## config.mk

```make
export PLATFORM = sky130hd
export DESIGN_NAME = instr_fetch
export DESIGN_NICKNAME = d
export VERILOG_FILES = /design/src/rtl/fetch_pkg.sv /design/src/rtl/fetch_pc.sv /design/src/rtl/instr_fetch.sv
export SDC_FILE = /design/constraint.sdc
export NUM_CORES = 1
export LEC_CHECK = 0
export ABC_AREA = 1
export BUFFER_PORTS_ARGS = -buffer_cell sky130_fd_sc_hd__buf_2
export CAP_MARGIN = 20
export CELL_PAD_IN_SITES_DETAIL_PLACEMENT = 1
export CELL_PAD_IN_SITES_GLOBAL_PLACEMENT = 2
export CORE_ASPECT_RATIO = 1.25
export CORE_MARGIN = 1.5
export CORE_UTILIZATION = 26
export CTS_CLUSTER_SIZE = 8
export DETAILED_ROUTE_END_ITERATION = 12
export PLACE_DENSITY_LB_ADDON = 0.1
export SLEW_MARGIN = 30
export SYNTH_ARGS = -nofsm -noshare
export SYNTH_HDL_FRONTEND = slang
export SYNTH_SLANG_ARGS = --single-unit
```

## constraint.sdc

```tcl
create_clock -name clk -period 1.15 [get_ports clk]
set_input_delay 0.0575 -clock clk [delete_from_list [all_inputs] [get_ports clk]]
set_output_delay 0.0575 -clock clk [all_outputs]
set_load 0.1 [all_outputs]
```

## src/rtl/fetch_pkg.sv

```systemverilog
// Shared constants and state type for the instruction fetch unit.
// Opcode encodings live in the existing shared opcode defines; only the
// field widths are declared here.
package fetch_pkg;

  localparam int FETCH_ADDR_W = 6;
  localparam int FETCH_INS_W  = 13;
  localparam int OPC_W        = 5;
  localparam int OPR_W        = 8;

  typedef enum logic [1:0] {
    ST_EMPTY = 2'd0,
    ST_FULL  = 2'd1,
    ST_HALT  = 2'd2
  } fetch_state_t;

endpackage

```

## src/rtl/fetch_pc.sv

```systemverilog
// Program counter for the fetch unit: reset to 0, increment on load,
// wrap or stick at the last address depending on WRAP_HALT.
// Optional macro FETCH_JUMP_EN adds a jump load that overrides everything.
module fetch_pc
  import fetch_pkg::*;
#(
  parameter int ADDR_W    = FETCH_ADDR_W,
  parameter int WRAP_HALT = 0
) (
  input  logic              clk,
  input  logic              rst,
  input  logic              load,
`ifdef FETCH_JUMP_EN
  input  logic              jump,
  input  logic [ADDR_W-1:0] jump_tgt,
`endif
  output logic [ADDR_W-1:0] pc,
  output logic              at_end
);

  localparam logic [ADDR_W-1:0] PC_LAST = '1;
  localparam logic [ADDR_W-1:0] PC_ONE  = 1;

  assign at_end = (pc == PC_LAST);

  // PC update: jump has priority, then increment; in halt mode the last
  // address is never stepped past
  always_ff @(posedge clk or posedge rst) begin
    if (rst) begin
      pc <= '0;
    end
`ifdef FETCH_JUMP_EN
    else if (jump) begin
      pc <= jump_tgt;
    end
`endif
    else if (load && !((WRAP_HALT != 0) && at_end)) begin
      pc <= pc + PC_ONE;
    end
  end

endmodule

```

## src/rtl/instr_fetch.sv

```systemverilog
// Instruction fetch stage: reads program memory at PC, holds one
// instruction with a valid/ready handshake toward the decoder.
// Optional macro FETCH_JUMP_EN adds jump_req/jump_tgt ports.
module instr_fetch
  import fetch_pkg::*;
#(
  parameter int ADDR_W    = FETCH_ADDR_W,
  parameter int INS_W     = FETCH_INS_W,
  parameter int WRAP_HALT = 0
) (
  input  logic              clk,
  input  logic              rst,
  input  logic              en,
  output logic [ADDR_W-1:0] pm_addr,
  input  logic [INS_W-1:0]  pm_ins,
  output logic              ins_valid,
  input  logic              ins_ready,
  output logic [OPC_W-1:0]  opcode,
  output logic [OPR_W-1:0]  operand,
  output logic [ADDR_W-1:0] pc_out,
  output logic              halted
`ifdef FETCH_JUMP_EN
  ,
  input  logic              jump_req,
  input  logic [ADDR_W-1:0] jump_tgt
`endif
);

  fetch_state_t state, state_nxt;
  logic         vld_nxt;
  logic         load;
  logic         jump;
  logic         pc_end;
  logic [ADDR_W-1:0] pc;

`ifdef FETCH_JUMP_EN
  assign jump = jump_req;
`else
  assign jump = 1'b0;
`endif

  fetch_pc #(
    .ADDR_W   (ADDR_W),
    .WRAP_HALT(WRAP_HALT)
  ) u_pc (
    .clk     (clk),
    .rst     (rst),
    .load    (load),
`ifdef FETCH_JUMP_EN
    .jump    (jump),
    .jump_tgt(jump_tgt),
`endif
    .pc      (pc),
    .at_end  (pc_end)
  );

  assign pm_addr = pc;
  assign halted  = (state == ST_HALT);

  // Next state: jump flushes, otherwise load when the holding slot is free
  // or being emptied this cycle, otherwise retire a completed handshake
  always_comb begin
    state_nxt = state;
    vld_nxt   = ins_valid;
    load      = 1'b0;
    if (jump) begin
      state_nxt = ST_EMPTY;
      vld_nxt   = 1'b0;
    end else if (en && (state != ST_HALT) && (!ins_valid || ins_ready)) begin
      load      = 1'b1;
      vld_nxt   = 1'b1;
      state_nxt = ((WRAP_HALT != 0) && pc_end) ? ST_HALT : ST_FULL;
    end else if (ins_valid && ins_ready) begin
      vld_nxt = 1'b0;
      if (state != ST_HALT) state_nxt = ST_EMPTY;
    end
  end

  // Control registers: state and valid flag
  always_ff @(posedge clk or posedge rst) begin
    if (rst) begin
      state     <= ST_EMPTY;
      ins_valid <= 1'b0;
    end else begin
      state     <= state_nxt;
      ins_valid <= vld_nxt;
    end
  end

  // Held instruction and its fetch address, captured on load only
  always_ff @(posedge clk or posedge rst) begin
    if (rst) begin
      opcode  <= '0;
      operand <= '0;
      pc_out  <= '0;
    end else if (load) begin
      opcode  <= pm_ins[OPR_W +: OPC_W];
      operand <= pm_ins[OPR_W-1:0];
      pc_out  <= pc;
    end
  end

endmodule
```

## Yosys cells after proc, flatten, opt, wreduce, memory -nomap -nowiden

Index checks and enable logic that the tools add are counted.
Widths: inputs -> output; s select.

- Output and inout port bits: 27
- Register bits after elaboration: 28
- Bits of input ports: 17
- Logic and storage cells: 23

- Muxes and demuxes: 6
- Add/subtract/negate cells: 1
- Eq/ne operators: 2
- Reductions and logical operators: 8

Operator list:

| kind | count |
|---|---|
| $add 6x1->6 const B | 1 |
| $mux 2 | 3 |
| $reduce_bool 2->1 | 2 |
| $logic_and 1x1->1 | 3 |
| $mux 1 | 3 |
| $eq 2x2->1 const B | 1 |
| $ne 2x2->1 const B | 1 |
| $reduce_and 2->1 | 1 |
| $logic_not 1->1 | 1 |
| $logic_or 1x1->1 | 1 |

## Logic depth before layout (Yosys ltp)

- Depth in word-level cells: 5
- Depth in mapped cells: 7
- Depth with buffers taken out: 6

## Modules after synthesis

From an unflattened synthesis, not the netlist that was laid out.

- Cells, all modules: 122
- Area total of the unflattened synthesis: 1,126.1 µm²

By module, submodules not included:

| module | sequential area each (µm²) | instances | cells an instance | area an instance (µm²) |
|---|---|---|---|---|
| instr_fetch | 500.5 | 1 | 91 | 848.3 |
| fetch_pc | 150.1 | 1 | 31 | 277.8 |

## Worst setup path after synthesis

No wires, ideal clock.

- Kind: register -> register
- Start point: register u_pc.pc[0]
- End point: register u_pc.pc[4]
- Period minus slack after synthesis: 1,767 ps
- Required time: 1,030 ps
- Path slack: -617 ps
- Path buffers: 0
- Arrival time: 1,647 ps
- Cell stages (with the launch flop): 7
- Cells stage by stage: dfrtp_1 ha_1 nand3_1 nand2_1 nand2_1 nand2_1 nand2_1

- Word-level cells in the longest chain between the ends: 1

RTL lines:

| what | line | text |
|---|---|---|
| start, declared | fetch_pc.sv:17 | `output logic [ADDR_W-1:0] pc,` |
| start signal, assigned | fetch_pc.sv:38 | `pc <= pc + PC_ONE;` |
| $add 6x1->6 | fetch_pc.sv:38 |  |

Every way passes these cells.
A chain may end at the register's enable or synchronous reset.

## Worst setup path after layout

- Start point: register operand[7]
- End point: output operand[7]

RTL lines:

| what | line | text |
|---|---|---|
| start, declared | instr_fetch.sv:19 | `output logic [OPR_W-1:0] operand,` |
| start signal, assigned | instr_fetch.sv:98 | `operand <= pm_ins[OPR_W-1:0];` |

No word-level cell between the ends.

==> results.md <==
- Yosys mapped the design onto 17 distinct sky130hd cell types.
- The total chip power is 4880 µW.
- Based on the critical path, the design can be clocked at up to 0.905 GHz.
- The final weighted congestion in routability-driven placement is 0.685.
- The delay of the slowest cell on the worst path is 0.43 ns.
- The first global-routing pass estimated 4460 µm of wire.
- The part of the power in the clock network is 10.6%.
- After synthesis the netlist holds a flip-flop and latch count of 26.
- The initial antenna violation count came to 0.
- The number of global-route vias before repair is 1,044.
- During synthesis, Yosys emitted a total of 0 warnings.
- The clock arrives with 0.00996 ns of skew.
- After synthesis, the share of cell area in mux cells is 0%.
- Data on the critical path is required at its endpoint by 1.09 ns.
- The max-slew violation count was 0.
- Sequential cells were found to cover 58.9% of the synthesized design area.
- The post-route setup TNS is 0 ns.
- In this run the vertical extent of the chip is 75.9 µm.
- The xor-xnor portion of the synthesized cell area is 1.59%.
- Entering global routing, the biggest net connects 29 pins.
- The post-detailed-routing wire length is 2730 µm.
- The startpoint-to-endpoint class of the critical path is reg -> out.
- The chip width is 61.3 µm.
- Data on the critical path arrives at its endpoint at 1.05 ns.
- The total power per unit cell area is 2730 nW/µm².
- The detail-routed via count per cell is 4.25.
- The I/O pin count is 44.
- The maximum number of buffers from clock root to sink is 2.
- The count of endpoints failing setup in the final report is 0.
- STA classifies the critical path endpoint as an output port.
- Once layout is done, the placed cells without fillers occupy 1790 µm².
- The final antenna-violating net count is 0.
- The combinational share of power is 58.6%.
- The final-report hold violation count is 0.
- The flow ran to the end, and the final reports show no timing, DRC or antenna violations.
- The TritonCTS clock tree is done.
- The core region is 4100 µm².
- The clock-pin slew on the worst setup and hold paths is 0.09 ns.
- The area overhead of the layout relative to synthesis is 61.8%.
- After Yosys synthesis, and, or, nand and nor cells account for 26.3% of the synthesized area.
- The kind of cell adding the most delay to the critical path is buffers and inverters.
- The ratio of cells with drive above 1 in the final layout is 37.0%.
- The clock net in this run drives a total of 26 sinks.
- The final period demand of the worst path is 1.10 ns.
- In this run the clock root is driven by a clkbuf_8.
- The initial utilization of the core area, before any placement, comes to 27.0%.
- The share of total power dissipated in sequential elements is 30.8%.
- For the worst-skew pair, the clock arrives at the later sink with an insertion delay of 0.27 ns.
- The net count reported at finish is 203.
- The floorplan has 26 rows.
- Detailed placement ended at an HPWL of 1910 µm.
- The final critical path takes up 96.1% of the cycle.
- Cell internal power was estimated by the tool at 2280 µW.
- The first routing iteration left 20 violations.
- The cell area reported after detailed placement is 1570 µm².
- Across every metal layer, demand over resource in global routing totals 12.8%.
- In this run the worst path has a maximum fanout of 2.
- CTS built an H-tree with a depth of 1.
- The average wire per standard cell is 11.4 µm.
- The reported leakage power is 0.000902 µW.
- The port buffer count is 42.
- Before antenna repair, the detailed router went through 2 iterations.
- The dominant combinational cell family by area after synthesis is simple AND/OR/NAND/NOR gates.
- The number of instances in the synthesized netlist is 126.
- The net switching share of the total power is 53.2%.
- When the netlist entered floorplanning its net count stood at 144.
- The cell with the largest stage delay on the worst path is buf_2.
- TritonCTS created 3 clock buffers.
- For this run the aggregate overflow at the end of global routing stands at 0.
- The post-detailed-route DRC marker count is 0.
- The compound-cell area share of the yosys netlist is 4.87%.
- The synthesized netlist occupies a cell area of 1100 µm².
- The worst setup path is launched from a flip-flop.
- Traced cell by cell, the critical path runs through buf_2.
- The floorplan step defined a die boundary enclosing 4650 µm².
- Counting both buffers and inverters, the worst setup path holds a total of 1.
- The type of the tightest min-delay check is in -> reg.
- Setup repair after global routing left no endpoint under its margin.
- The worst vdd rail ir drop is 1.02 mV.
- The count of maximum capacitance violations is 0.
- Summing the areas of all fa, ha and maj instances in the mapped netlist gives 1.13% of the synthesized area.
- Dividing the synthesized area by the synthesized cell count gives 8.77 µm².
- The number of antenna diodes is 0.
- The total via count after detailed routing is 1,019.
- The net switching component of the power is 2600 µW.
[routing by layer]
metal / routed length [µm] / GRT usage, % / share of wire, %
met3: 81 / 1.70 / 3.0
met1: 1210 / 15.5 / 44
met2: 1410 / 23.0 / 52
met5: 0 / 0 / 0
met4: 31 / 3.86 / 1.1
[registers in the layout, indices dropped and copies added (netlist names)]
register   flops
pc_out         6
operand        8
u_pc.pc        6
opcode         5
ins_valid      1
[cells in the mapped netlist]
master | count | area (µm²)
o21bai_1 | 1 | 7.51
a21oi_4 | 1 | 16.3
xnor2_1 | 2 | 17.5
nor2_1 | 1 | 3.75
ha_1 | 1 | 12.5
buf_6 | 2 | 22.5
nand3_1 | 4 | 20.0
inv_1 | 8 | 30.0
buf_4 | 2 | 15.0
buf_2 | 1 | 5.00
conb_1 | 1 | 3.75
dfrtp_1 | 26 | 651
nand4_1 | 2 | 12.5
nand2_2 | 1 | 6.26
nand2_1 | 66 | 248
o21ai_0 | 6 | 30.0
inv_2 | 1 | 3.75
[final cells by class]
cell class	instances	area [µm²]
Sequential cell	26	679
Multi-Input combinational cell	86	424
Tap cell	56	70.1
Timing Repair Buffer	59	536
Clock buffer	4	45.0
Fill cell	489	2310
Inverter	9	33.8
[cell families after synthesis]
family                     after synthesis
and+or+nand+nor                         74
AOI/OAI and AO/OA                        8
adders and majority gates                1
DFF                                     26
other                                    1
buffers and inverters                   14
xor gates and xnor gates                 2
[layout by cell type, fill, tap and decap left out, drive strengths merged]
cell / count
conb: 1
inv: 9
o21ai: 6
ha: 1
nand2: 67
nor2: 1
dfrtp: 26
clkbuf: 11
nand4: 2
xnor2: 2
o21bai: 1
nand3: 4
buf: 39
dlygate4sd3: 13
a21oi: 1
[power by group through the flow]
stage                     sequential [µW]  clock, µW  combinational [µW]
after global routing                 1540        587                3010
after floorplan                      2990          0                 473
final                                1500        520                2860
after CTS                            1530        552                2790
after detailed placement             1540          0                2750
after global placement               1540          0                2730
[stage by stage]
stage | utilization, % | worst slack, ns | hold WS [ns] | instances
final | 43.6 | 0.0451 | 0.00959 | 240
after global routing | 43.6 | 0.000383 | 0.0216 | 240
after CTS | 42.6 | 0.0155 | 0.00492 | 238
after detailed placement | 38.3 | 0.0354 | 0.143 | 221
after global placement | 38.3 | 0.0743 | 0.130 | 221
after floorplan | - | -0.0463 | 0.0973 | 126
[repair_timing]
action	CTS	global route
hold buffers	13	0
resized for setup	0	8
buffers inserted	0	2
setup endpoints to repair	0	29
hold endpoints to repair	38	0
[final timing paths]
kind | start | endpoint | slack, ns | depth (start not counted)
setup / recovery | operand[7]$_DFFE_PP0P_ | operand[7] | 0.05 | 1
hold / removal | pm_ins[0] | operand[0]$_DFFE_PP0P_ | 0.01 | 3
setup reg to reg | ins_valid$_DFFE_PP0P_ | u_pc.pc[5]$_DFFE_PP0P_ | 0.06 | 4
hold reg to reg | pc_out[0]$_DFFE_PP0P_ | pc_out[0]$_DFFE_PP0P_ | 0.47 | 2
max in group asynchronous | rst | u_pc.pc[4]$_DFFE_PP0P_ | 0.47 | 4
min in group asynchronous | rst | operand[6]$_DFFE_PP0P_ | 0.38 | 4
[worst register-to-register path: stages (launching register included)]
cell	delay, ns
dfrtp_4	0.53
nand2_4	0.11
nand3_1	0.12
o21bai_1	0.17
nand2_1	0.06
(Power assumes the default switching activity.)
